$ cat src/rtl/ps2_pkg.sv
// Shared constants and types for the PS/2 keyboard front end.
// Build option PS2_KEY_PARITY_CHECK_EN enables odd-parity checking in ps2_frame_rx.
package ps2_pkg;

    localparam logic [7:0] PS2_EXT    = 8'hE0;
    localparam logic [7:0] PS2_BRK    = 8'hF0;
    localparam logic [7:0] PS2_PAUSE  = 8'hE1;
    localparam logic [7:0] PS2_ACK    = 8'hFA;
    localparam logic [7:0] PS2_BAT_OK = 8'hAA;
    localparam logic [7:0] PS2_ECHO   = 8'hEE;
    localparam logic [7:0] PS2_RESEND = 8'hFE;
    localparam logic [7:0] PS2_ERR0   = 8'h00;
    localparam logic [7:0] PS2_ERR1   = 8'hFF;

    localparam int KEY_TOGGLE  = 10;
    localparam int KEY_PRESSED = 9;
    localparam int KEY_EXT     = 8;

    // Bytes that follow E1 in the Pause make-sequence
    localparam logic [2:0] PAUSE_SKIP = 3'd7;

    typedef enum logic [1:0] {
        ST_IDLE,
        ST_DATA,
        ST_PARITY,
        ST_STOP
    } frame_state_e;

    function automatic logic is_response(input logic [7:0] b);
        return (b == PS2_ACK) || (b == PS2_BAT_OK) || (b == PS2_ECHO) ||
               (b == PS2_RESEND) || (b == PS2_ERR0) || (b == PS2_ERR1);
    endfunction

endpackage

$ cat src/rtl/ps2_frame_rx.sv
// PS/2 line conditioning and 11-bit frame deframer with mid-frame timeout.
// With PS2_KEY_PARITY_CHECK_EN defined, bytes failing odd parity are dropped.
module ps2_frame_rx
    import ps2_pkg::*;
#(
    parameter int FILTER_LEN     = 4,
    parameter int TIMEOUT_CYCLES = 50000
) (
    input  logic       i_clk,
    input  logic       i_rst,
    input  logic       i_ps2_clk,
    input  logic       i_ps2_data,
    output logic [7:0] o_byte,
    output logic       o_byte_valid,
    output logic       o_frame_err
);

    localparam int FW = $clog2(FILTER_LEN + 1);
    localparam int TW = $clog2(TIMEOUT_CYCLES + 1);

    logic [1:0]    r_clk_sync, r_dat_sync;
    logic [FW-1:0] r_flt_cnt;
    logic          r_clk_flt;
    logic          w_accept, w_fall, w_din, w_timeout;
    frame_state_e  r_state, w_state_nx;
    logic [2:0]    r_bit_cnt, w_bit_cnt_nx;
    logic [7:0]    r_shift, w_shift_nx;
    logic [TW-1:0] r_to_cnt;
`ifdef PS2_KEY_PARITY_CHECK_EN
    logic          r_par_ok, w_par_ok_nx;
`endif

    always_ff @(posedge i_clk or posedge i_rst) begin
        if (i_rst) begin
            r_clk_sync <= 2'b11;
            r_dat_sync <= 2'b11;
        end else begin
            r_clk_sync <= {r_clk_sync[0], i_ps2_clk};
            r_dat_sync <= {r_dat_sync[0], i_ps2_data};
        end
    end

    // A level change is accepted only after FILTER_LEN consecutive differing samples
    assign w_accept = (r_clk_sync[1] != r_clk_flt) && (r_flt_cnt == FW'(FILTER_LEN - 1));
    assign w_fall   = w_accept && r_clk_flt;
    assign w_din    = r_dat_sync[1];

    always_ff @(posedge i_clk or posedge i_rst) begin
        if (i_rst) begin
            r_flt_cnt <= '0;
            r_clk_flt <= 1'b1;
        end else if (r_clk_sync[1] == r_clk_flt) begin
            r_flt_cnt <= '0;
        end else if (w_accept) begin
            r_clk_flt <= r_clk_sync[1];
            r_flt_cnt <= '0;
        end else begin
            r_flt_cnt <= r_flt_cnt + 1'b1;
        end
    end

    // An edge in the expiring cycle keeps the frame alive
    assign w_timeout = (r_state != ST_IDLE) && !w_fall && (r_to_cnt == TW'(TIMEOUT_CYCLES - 1));

    always_ff @(posedge i_clk or posedge i_rst) begin
        if (i_rst)
            r_to_cnt <= '0;
        else if (r_state == ST_IDLE || w_fall || w_timeout)
            r_to_cnt <= '0;
        else
            r_to_cnt <= r_to_cnt + 1'b1;
    end

    always_ff @(posedge i_clk or posedge i_rst) begin
        if (i_rst) begin
            r_state   <= ST_IDLE;
            r_bit_cnt <= '0;
            r_shift   <= '0;
`ifdef PS2_KEY_PARITY_CHECK_EN
            r_par_ok  <= 1'b0;
`endif
        end else begin
            r_state   <= w_state_nx;
            r_bit_cnt <= w_bit_cnt_nx;
            r_shift   <= w_shift_nx;
`ifdef PS2_KEY_PARITY_CHECK_EN
            r_par_ok  <= w_par_ok_nx;
`endif
        end
    end

    always_comb begin
        w_state_nx   = r_state;
        w_bit_cnt_nx = r_bit_cnt;
        w_shift_nx   = r_shift;
        o_byte_valid = 1'b0;
        o_frame_err  = 1'b0;
`ifdef PS2_KEY_PARITY_CHECK_EN
        w_par_ok_nx  = r_par_ok;
`endif
        if (w_timeout) begin
            w_state_nx  = ST_IDLE;
            o_frame_err = 1'b1;
        end else if (w_fall) begin
            case (r_state)
                ST_IDLE: begin
                    if (!w_din) begin
                        w_state_nx   = ST_DATA;
                        w_bit_cnt_nx = '0;
                    end
                end
                ST_DATA: begin
                    w_shift_nx   = {w_din, r_shift[7:1]};
                    w_bit_cnt_nx = r_bit_cnt + 3'd1;
                    if (r_bit_cnt == 3'd7)
                        w_state_nx = ST_PARITY;
                end
                ST_PARITY: begin
`ifdef PS2_KEY_PARITY_CHECK_EN
                    w_par_ok_nx = (^r_shift) ^ w_din;
`endif
                    w_state_nx = ST_STOP;
                end
                ST_STOP: begin
                    w_state_nx = ST_IDLE;
`ifdef PS2_KEY_PARITY_CHECK_EN
                    if (w_din && r_par_ok) o_byte_valid = 1'b1;
                    else                   o_frame_err  = 1'b1;
`else
                    if (w_din) o_byte_valid = 1'b1;
                    else       o_frame_err  = 1'b1;
`endif
                end
                default: w_state_nx = ST_IDLE;
            endcase
        end
    end

    assign o_byte = r_shift;

endmodule

$ cat src/rtl/ps2_key_encoder.sv
// PS/2 keyboard to ps2_key event word: deframing plus E0/F0/E1 prefix resolution.
// Build option PS2_KEY_PARITY_CHECK_EN turns on parity checking in the deframer.
module ps2_key_encoder
    import ps2_pkg::*;
#(
    parameter int FILTER_LEN     = 4,
    parameter int TIMEOUT_CYCLES = 50000
) (
    input  logic        clk,
    input  logic        reset,
    input  logic        ps2_clk_in,
    input  logic        ps2_data_in,
    output logic [10:0] ps2_key,
    output logic        frame_err
);

    logic [7:0]  w_byte;
    logic        w_byte_valid;
    logic [10:0] r_key;
    logic        r_ext, r_brk;
    logic [2:0]  r_skip;

    ps2_frame_rx #(
        .FILTER_LEN     (FILTER_LEN),
        .TIMEOUT_CYCLES (TIMEOUT_CYCLES)
    ) u_rx (
        .i_clk        (clk),
        .i_rst        (reset),
        .i_ps2_clk    (ps2_clk_in),
        .i_ps2_data   (ps2_data_in),
        .o_byte       (w_byte),
        .o_byte_valid (w_byte_valid),
        .o_frame_err  (frame_err)
    );

    always_ff @(posedge clk or posedge reset) begin
        if (reset) begin
            r_key  <= '0;
            r_ext  <= 1'b0;
            r_brk  <= 1'b0;
            r_skip <= '0;
        end else if (w_byte_valid) begin
            if (r_skip != 3'd0) begin
                r_skip <= r_skip - 3'd1;
            end else if (w_byte == PS2_EXT) begin
                r_ext <= 1'b1;
            end else if (w_byte == PS2_BRK) begin
                r_brk <= 1'b1;
            end else begin
                r_ext <= 1'b0;
                r_brk <= 1'b0;
                if (w_byte == PS2_PAUSE) begin
                    r_skip <= PAUSE_SKIP;
                end else if (!is_response(w_byte)) begin
                    r_key[KEY_TOGGLE]  <= ~r_key[KEY_TOGGLE];
                    r_key[KEY_PRESSED] <= ~r_brk;
                    r_key[KEY_EXT]     <= r_ext;
                    r_key[7:0]         <= w_byte;
                end
            end
        end
    end

    assign ps2_key = r_key;

endmodule

$ cat config.mk
export PLATFORM = sky130hd
export DESIGN_NAME = ps2_key_encoder
export DESIGN_NICKNAME = d
export VERILOG_FILES = /design/src/rtl/ps2_pkg.sv /design/src/rtl/ps2_frame_rx.sv /design/src/rtl/ps2_key_encoder.sv
export SDC_FILE = /design/constraint.sdc
export NUM_CORES = 1
export LEC_CHECK = 0
export ABC_AREA = 1
export BUFFER_PORTS_ARGS = -buffer_cell sky130_fd_sc_hd__buf_4
export CELL_PAD_IN_SITES_DETAIL_PLACEMENT = 1
export CELL_PAD_IN_SITES_GLOBAL_PLACEMENT = 2
export CORE_MARGIN = 3
export CORE_UTILIZATION = 34
export DETAILED_ROUTE_END_ITERATION = 8
export PLACE_DENSITY = 0.82
export SLEW_MARGIN = 25
export SYNTH_ARGS = -nofsm -noshare
export SYNTH_HDL_FRONTEND = slang
export SYNTH_SLANG_ARGS = --single-unit
$ cat constraint.sdc
create_clock -name clk -period 1.45 [get_ports clk]
set_input_delay 0 -clock clk [delete_from_list [all_inputs] [get_ports clk]]
set_output_delay 0 -clock clk [all_outputs]
set_load 0.02 [all_outputs]
==> results of run 1 <==
==> layout by cell type (no fill, tap or decap), types with 2 or more instances in the layout <==
master | netlist | layout
sky130_fd_sc_hd__a21oi_2 | 1 | 5
sky130_fd_sc_hd__a22o_1 | 2 | 2
sky130_fd_sc_hd__buf_4 | 3 | 59
sky130_fd_sc_hd__buf_6 | 1 | 15
sky130_fd_sc_hd__clkbuf_8 | 0 | 5
sky130_fd_sc_hd__dfrtp_1 | 48 | 46
sky130_fd_sc_hd__dfrtp_2 | 0 | 2
sky130_fd_sc_hd__dfstp_2 | 5 | 5
sky130_fd_sc_hd__dlygate4sd3_1 | 0 | 3
sky130_fd_sc_hd__ha_1 | 10 | 5
sky130_fd_sc_hd__ha_2 | 0 | 2
sky130_fd_sc_hd__ha_4 | 0 | 3
sky130_fd_sc_hd__inv_1 | 38 | 30
sky130_fd_sc_hd__inv_2 | 3 | 11
sky130_fd_sc_hd__nand2_1 | 74 | 59
sky130_fd_sc_hd__nand2_2 | 5 | 17
sky130_fd_sc_hd__nand2_4 | 0 | 3
sky130_fd_sc_hd__nand3_1 | 9 | 8
sky130_fd_sc_hd__nand3_4 | 3 | 8
sky130_fd_sc_hd__nand4_1 | 15 | 15
sky130_fd_sc_hd__nor2_1 | 42 | 30
sky130_fd_sc_hd__nor2_2 | 5 | 12
sky130_fd_sc_hd__nor2_4 | 1 | 6
sky130_fd_sc_hd__nor3_1 | 8 | 3
sky130_fd_sc_hd__nor3_2 | 0 | 3
sky130_fd_sc_hd__nor3_4 | 1 | 3
sky130_fd_sc_hd__nor3b_2 | 0 | 2
sky130_fd_sc_hd__o21ai_1 | 1 | 3
sky130_fd_sc_hd__o21ai_2 | 7 | 9
sky130_fd_sc_hd__xnor2_1 | 5 | 5
sky130_fd_sc_hd__xor2_1 | 4 | 4
==> critical path, delay by kind of cell, from the launching register on <==
kind	cells	cell delay [ns]
AND/OR/NAND/NOR	5	0.53
buffers and inverters	1	0.11
flip-flops	1	0.42
adder cells (fa/ha/maj)	1	0.18
==> timing repair <==
action / in CTS / in global routing
setup buffers: 4 / 15
hold buffers: 3 / 0
cloned: 3 / 1
hold endpoints to repair: 14 / 0
gates resized for setup: 37 / 61
pin swaps: 14 / 24
endpoints found under the setup margin: 45 / 44
==> layer usage <==
layer | vias up | routed length (microns) | track usage [%] | share of wire (%)
met3 | 9 | 160 | 3.021 | 2.3
met5 | - | 0 | 0 | 0
li1 | 1186 | - | - | -
met2 | 23 | 3494 | 26.05 | 50
met4 | 0 | 70 | 3.505 | 1.0
met1 | 1164 | 3306 | 20.81 | 47
==> power groups by stage <==
stage	sequential [uW]	combinational (uW)	clock, uW
5_1_grt	1680	1180	1120
3_3_place_gp	1660	712	0
4_1_cts	1650	900	1070
2_1_floorplan	1660	437	0
6_report	1660	1060	1030
3_5_place_dp	1670	723	0
==> worst max path at each step <==
stage	startpoint	to	depth (start not counted)
2_1_floorplan	u_rx.r_flt_cnt[0]	u_rx.o_byte[0]	9
3_3_place_gp	u_rx.r_flt_cnt[0]	u_rx.r_to_cnt[13]	7
3_5_place_dp	u_rx.r_to_cnt[1]	u_rx.r_state[0]	8
4_1_cts	u_rx.r_clk_sync[1]	frame_err	7
5_1_grt	u_rx.r_clk_sync[1]	frame_err	7
6_report	u_rx.r_flt_cnt[0]	frame_err	7
==> through the flow <==
| stage | hold slack [ns] | setup TNS (ns) |
|---|---|---|
| 2_1_floorplan | 0.004478 | -0.001313 |
| 3_3_place_gp | -0.03102 | -1.607 |
| 3_5_place_dp | -0.02403 | -3.508 |
| 4_1_cts | 0.1781 | -1.796 |
| 5_1_grt | 0.2057 | -4.944 |
| 6_report | 0.1741 | -1.489 |
==> kinds of logic after synthesis <==
| group | Yosys count | synth area share, % |
|---|---|---|
| fa+ha+maj | 10 | 4.502 |
| flops | 53 | 47.95 |
| simple gates | 171 | 30.08 |
| compound gates | 26 | 6.484 |
| mux | 1 | 0.4052 |
| xor+xnor | 9 | 2.836 |
| buf+inv | 47 | 7.744 |
==> area by class of cell <==
type                            instances  area, sq um
Multi-Input combinational cell        219         1525
Fill cell                             931         3918
Tap cell                              102        127.6
Clock inverter                          2        38.79
Sequential cell                        53         1335
Inverter                               41        153.9
Clock buffer                            6        72.57
Timing Repair Buffer                   79        676.9
==> registers in the layout, summed over array words and instances (netlist names) <==
signal / count
r_skip: 3
u_rx.r_state: 2
u_rx.r_dat_sync: 2
u_rx.r_flt_cnt: 3
r_brk: 1
u_rx.r_clk_sync: 2
u_rx.r_clk_flt: 1
u_rx.r_to_cnt: 16
r_ext: 1
ps2_key: 11
u_rx.r_bit_cnt: 3
u_rx.o_byte: 8
==> key figures, run 1 <==
Run status
  • Run status: finished, violations left
  • Failing checks: negative setup slack

Place
  • GP Congestion: around 0.81
  • Placement Cell Area: between 0.003 and 0.004 sq mm
  • Number of buffers added on ports: 15
  • DP Wirelength: 4742 microns
  • Number of placed instances, taps included: between 400 and 500
  • Post-Place Setup Slack: -0.1382 ns

Route
  • TritonRoute pass-1 iters: 4
  • Total via count after detailed routing: between 2k and 2.5k
  • DRC violations left: 0
  • Sum of routed wire length over all layers: 7031 microns
  • Via density: 4.745
  • Number of DRC violations after detailed-routing iteration 0: 62
  • WL per Instance: 14.01 microns
  • Routed Antenna Nets: 0

Floorplanning
  • Number of top-level pins: 16
  • Die span in x: 96.41 microns
  • Placement row count: 32
  • Starting density of the core: 35.41%
  • Vertical die dimension: 96.41 microns
  • Total Die Area: 0.009294 sq mm
  • Area of the core: 0.007848 sq mm

Final layout
  • Post-Layout Cell Count: between 500 and 600
  • Final non-filler cell area: 0.003930 sq mm
  • Post-layout nets: 413
  • Final antenna diode count: 0
  • Area added between synthesis and finish: 41.42%
  • Post-route core utilization: 50.08%
  • Layout cells sized above 1: 44.75%

Setup path
  • Cells traversed along the worst timing path: ha_4 -> nand2_4 -> nor2_8 -> nor2_4 -> nand3_4 -> nand2_2 -> buf_6
  • Category of the worst setup path launch point: flip-flop
  • CP max-delay cell: sky130_fd_sc_hd__dfrtp_1
  • Worst Path Max Fanout: 7
  • CP Data Arrival Time: 1.55 ns
  • Max stage delay on crit path: 0.42 ns
  • Worst-case register-to-register setup slack: -0.08 ns
  • Sort of element at the end of the critical path: primary output
  • Crit path required time: 1.45 ns
  • Classification of the worst setup path: reg2out
  • Endpoint of the most critical register-to-register path: ps2_key[6]
  • Startpoint of the lowest-slack register-to-register path: u_rx.r_clk_flt
  • Worst Reg2Reg Path Length in Cells: 8

Timing
  • Final hold violation count: 0
  • Worst slew margin relative to its limit: 77.78%
  • Post-layout min period: around 1.5 ns
  • Fraction of the cycle the final worst path needs: 106.6%
  • Max-slew violations: 0
  • Endpoints failing setup: 28
  • Unrepaired setup endpoints after global routing: yes
  • Final critical-path setup slack: -0.09504 ns
  • Maximum clock skew at final layout: 0.01170 ns
  • Slew at the pin with the worst max-slew slack: 0.3318 ns
  • Fmax: 0.6472 GHz

Power
  • Fraction of power spent switching nets: 30.69%
  • Switching pwr: 1153 uW
  • Power density relative to cell area: 956.3 mW/mm^2
  • Clk pwr share: a little over a quarter
  • Total chip power: 3758 uW
  • Register share of total power: 44.3%
  • Cell-internal power: 2605 uW
  • Leakage: 0.001822 uW
  • Worst vdd rail ir drop: 0.0005725 V
  • Share of power burned in combinational logic: between 20 and 30%

GRT
  • Pin count of the biggest net entering global routing: 22
  • Number of antenna violations at the first check in global routing: 0
  • Vias in the first global route: roughly 2.3k
  • GRT Total Usage: between 10% and 20%
  • Overall overflow remaining after global route: 0
  • First-pass GRT wire length: 11290 microns

Logic synthesis
  • Commonest cells in the synthesized netlist: 74 x sky130_fd_sc_hd__nand2_1, 48 x sky130_fd_sc_hd__dfrtp_1, 42 x sky130_fd_sc_hd__nor2_1, 38 x sky130_fd_sc_hd__inv_1, 15 x sky130_fd_sc_hd__nand4_1
  • Number of unique standard cell types used by synthesis: 37
  • Flip-flop and latch count after synthesis: 53
  • Avg Synthesized Cell Area: ~9 sq um
  • Dominant cell type by area after synthesis: sky130_fd_sc_hd__dfrtp_1
  • Share of the synthesized area in the top cell type: 43.22%
  • Net Count, Synth: 331
  • Number of enable flip-flop cells after synthesis: 0
  • Biggest area contributors in the synthesized netlist: sky130_fd_sc_hd__dfrtp_1 43%, sky130_fd_sc_hd__nand2_1 10%, sky130_fd_sc_hd__nor2_1 5.7%, sky130_fd_sc_hd__inv_1 5.1%, sky130_fd_sc_hd__dfstp_2 4.7%
  • Cell Area, Synth: 0.002779 sq mm
  • Predominant post-synthesis flop cell: sky130_fd_sc_hd__dfrtp_1
  • Sequential fraction of the synthesis area: ~48%
  • Async S/R FF share, synth: 100.0%
  • Count of synthesis-stage warnings from yosys: 0
  • Library cell with the highest instance count after synthesis: sky130_fd_sc_hd__nand2_1
  • Cell count after synthesis: roughly 320

Clock tree
  • H-tree levels: 2
  • Clock tree root driver cell: sky130_fd_sc_hd__clkbuf_8
  • Clock latency at the later pin of the worst-skew pair: 0.31 ns
  • Clock transition at the registers of the reported paths: 0.10 ns
  • Clock buffers created by TritonCTS: 5
  • Maximum clock path buffer count: 2
  • TritonCTS Sinks: 53
  • CTS tree: yes

Hold path
  • Hold crit path type: in2async

Flow run
  • Max-cap violations: 0
(Power assumes the default switching activity.)
==> inputs of run 2 (changes only) <==
--- a/config.mk
+++ b/config.mk
@@ -9,6 +9,7 @@
 export BUFFER_PORTS_ARGS = -buffer_cell sky130_fd_sc_hd__buf_4
 export CELL_PAD_IN_SITES_DETAIL_PLACEMENT = 1
 export CELL_PAD_IN_SITES_GLOBAL_PLACEMENT = 2
+export CORE_ASPECT_RATIO = 2
 export CORE_MARGIN = 3
 export CORE_UTILIZATION = 34
 export DETAILED_ROUTE_END_ITERATION = 8
==> run 2 against run 1 <==
  * The flow still finishes with violations (negative setup slack)
  * Fmax is 0.50% lower
  * Sequential power hardly changed
  * Core utilization decreased by 1.3 points
  * Global-route usage grew 1.1 points
  * Critical endpoint unchanged
  * Non-clock buffer count did not move
  * Critical path type unchanged
  * Worst hold slack better by 0.12 ns
==> key figures, run 2 (same netlist as run 1, synthesis figures left out) <==
GRT
  • First-pass GRT wire length: around 12000 microns
  • Number of antenna violations at the first check in global routing: 0
  • Vias in the first global route: approximately 2.7k
  • Overall overflow remaining after global route: 0
  • Pin count of the biggest net entering global routing: 54
  • GRT Total Usage: 16.61%

Hold path
  • Hold crit path type: in2async

Timing
  • Final critical-path setup slack: -0.1028 ns
  • Fmax: ~0.64 GHz
  • Slew at the pin with the worst max-slew slack: 0.3082 ns
  • Unrepaired setup endpoints after global routing: yes
  • Setup TNS: -1.521 ns
  • Maximum clock skew at final layout: 0.004309 ns
  • Final hold violation count: 0
  • Max-slew violations: 0
  • Fraction of the cycle the final worst path needs: 107.1%
  • Endpoints failing setup: 31
  • Worst slew margin relative to its limit: 79.31%
  • Post-layout min period: 1.553 ns

Route
  • WL per Instance: 14.56 microns
  • Via density: between 4 and 5
  • Sum of routed wire length over all layers: 7207 microns
  • Routed Antenna Nets: 0
  • Number of DRC violations after detailed-routing iteration 0: 28
  • Total via count after detailed routing: 2403
  • DRC violations left: 0
  • TritonRoute pass-1 iters: 4

Final layout
  • Leading cell type in the layout, fill and taps excluded: sky130_fd_sc_hd__buf_4
  • Final non-filler cell area: around 0.0039 sq mm
  • Layout cells sized above 1: a little over two fifths
  • Commonest cells after routing, fill and taps aside: 67 x sky130_fd_sc_hd__buf_4, 58 x sky130_fd_sc_hd__nand2_1, 46 x sky130_fd_sc_hd__dfrtp_1
  • Top register by number of flip-flops: u_rx.r_to_cnt
  • Area added between synthesis and finish: 39.35%
  • Post-layout nets: 412
  • Number of filler instances in the final layout: between 900 and 1k
  • Final antenna diode count: 0
  • Post-route core utilization: 48.76%
  • Largest register FFs: 16

Floorplanning
  • Die span in x: 69.93 microns
  • Vertical die dimension: 133.9 microns
  • Placement row count: 46
  • Number of top-level pins: 16
  • Total Die Area: around 0.0094 sq mm
  • Area of the core: approximately 0.008 sq mm
  • Starting density of the core: between 30% and 40%

Setup path
  • Category of the worst setup path launch point: flip-flop
  • Worst-case register-to-register setup slack: -0.08 ns
  • Worst Path Max Fanout: 5
  • Crit path required time: approximately 1.5 ns
  • Classification of the worst setup path: reg2out
  • CP Data Arrival Time: 1.55 ns
  • Sort of element at the end of the critical path: primary output

Clock tree
  • CTS tree: yes
  • Clock buffers created by TritonCTS: 5
  • H-tree levels: 2
  • Clock latency at the later pin of the worst-skew pair: 0.30 ns
  • Maximum clock path buffer count: 2
  • TritonCTS Sinks: 53
  • Clock transition at the registers of the reported paths: 0.07 ns
  • Clock tree root driver cell: sky130_fd_sc_hd__clkbuf_16

Place
  • DP Wirelength: between 5000 and 6000 microns
  • Number of buffers added on ports: 15
  • Placement Cell Area: around 0.0033 sq mm
  • GP Congestion: 0.8245

Power
  • Worst vdd rail ir drop: 0.0006776 V
  • Leakage: around 0.0018 uW
  • Power density relative to cell area: 1030 mW/mm^2
  • Total chip power: 3989 uW

Run status
  • Failing checks: negative setup slack
  • Run status: finished, violations left

Flow run
  • Max-cap violations: 0
==> run 2: cell types whose count changed in the layout (fill, tap and decap cells not counted), sizes merged <==
cell    change
clkbuf      +2
bufinv      -1
clkinv      -1
nand3       -1
==> run 2: area by class of cell <==
cell class	instances	area (sq um)	area share [%]
clock buffers	8	146.4	3.780
multi-input cells	218	1474	38.06
well taps	96	120.1	3.102
flip-flops and latches	53	1335	34.47
repair buffers	79	643.1	16.61
inverters	41	153.9	3.974
==> run 2: worst paths after layout <==
check	startpoint	endpoint	depth (start not counted)
max	u_rx.r_flt_cnt[0]	frame_err	8
min	reset	u_rx.o_byte[4]	4
max reg2reg	u_rx.r_clk_flt	ps2_key[10]	7
min reg2reg	u_rx.r_clk_sync[0]	u_rx.r_clk_sync[1]	0
max in group asynchronous	reset	u_rx.r_clk_sync[0]	4
min in group clk	ps2_data_in	u_rx.r_dat_sync[0]	2
==> run 2: metal layers <==
metal / GRT usage, % / share of wire (%) / vias up
met1: 15.48 / 32 / 1185
met3: 2.701 / 2.2 / 13
met4: 7.143 / 2.8 / 0
met2: 33.88 / 63 / 26
met5: 0 / 0 / -
li1: - / - / 1179
==> run 2: power by group <==
group,leakage (uW),internal [uW],switching [uW],total (uW)
registers,0.000717,1580,87.0,1660
logic,0.00103,525,572,1100
clock network,0.0000712,691,539,1230
total,0.00182,2790,1200,3990
==> run 2: metrics by stage <==
| stage | instances | setup slack, ns | hold WS, ns |
|---|---|---|---|
| detailed placement | 471 | -0.1620 | 0.08987 |
| global route | 495 | -0.1863 | 0.3488 |
| CTS | 491 | -0.1193 | 0.3309 |
| finish | 495 | -0.1028 | 0.2976 |
| floorplan | 317 | -0.001313 | 0.004478 |
| global placement | 471 | -0.1305 | 0.08112 |
==> run 2: timing repair <==
item                                   4_1_cts  5_1_grt
cloned                                       2        1
hold buffers                                 3        0
resized for setup                           57       20
endpoints found under the hold margin       50        0
pin swaps                                   12       10
setup buffers                                7        3
setup endpoints to repair                   44       46
==> run 2: critical path, stage by stage, from the launching register on <==
cell and delay, ns:
sky130_fd_sc_hd__dfrtp_1 0.41, sky130_fd_sc_hd__ha_4 0.18, sky130_fd_sc_hd__nand2_4 0.09, sky130_fd_sc_hd__nor2_8 0.05
sky130_fd_sc_hd__nor2_4 0.11, sky130_fd_sc_hd__nand3_4 0.10, sky130_fd_sc_hd__buf_6 0.14, sky130_fd_sc_hd__nand2_4 0.05
sky130_fd_sc_hd__buf_6 0.11
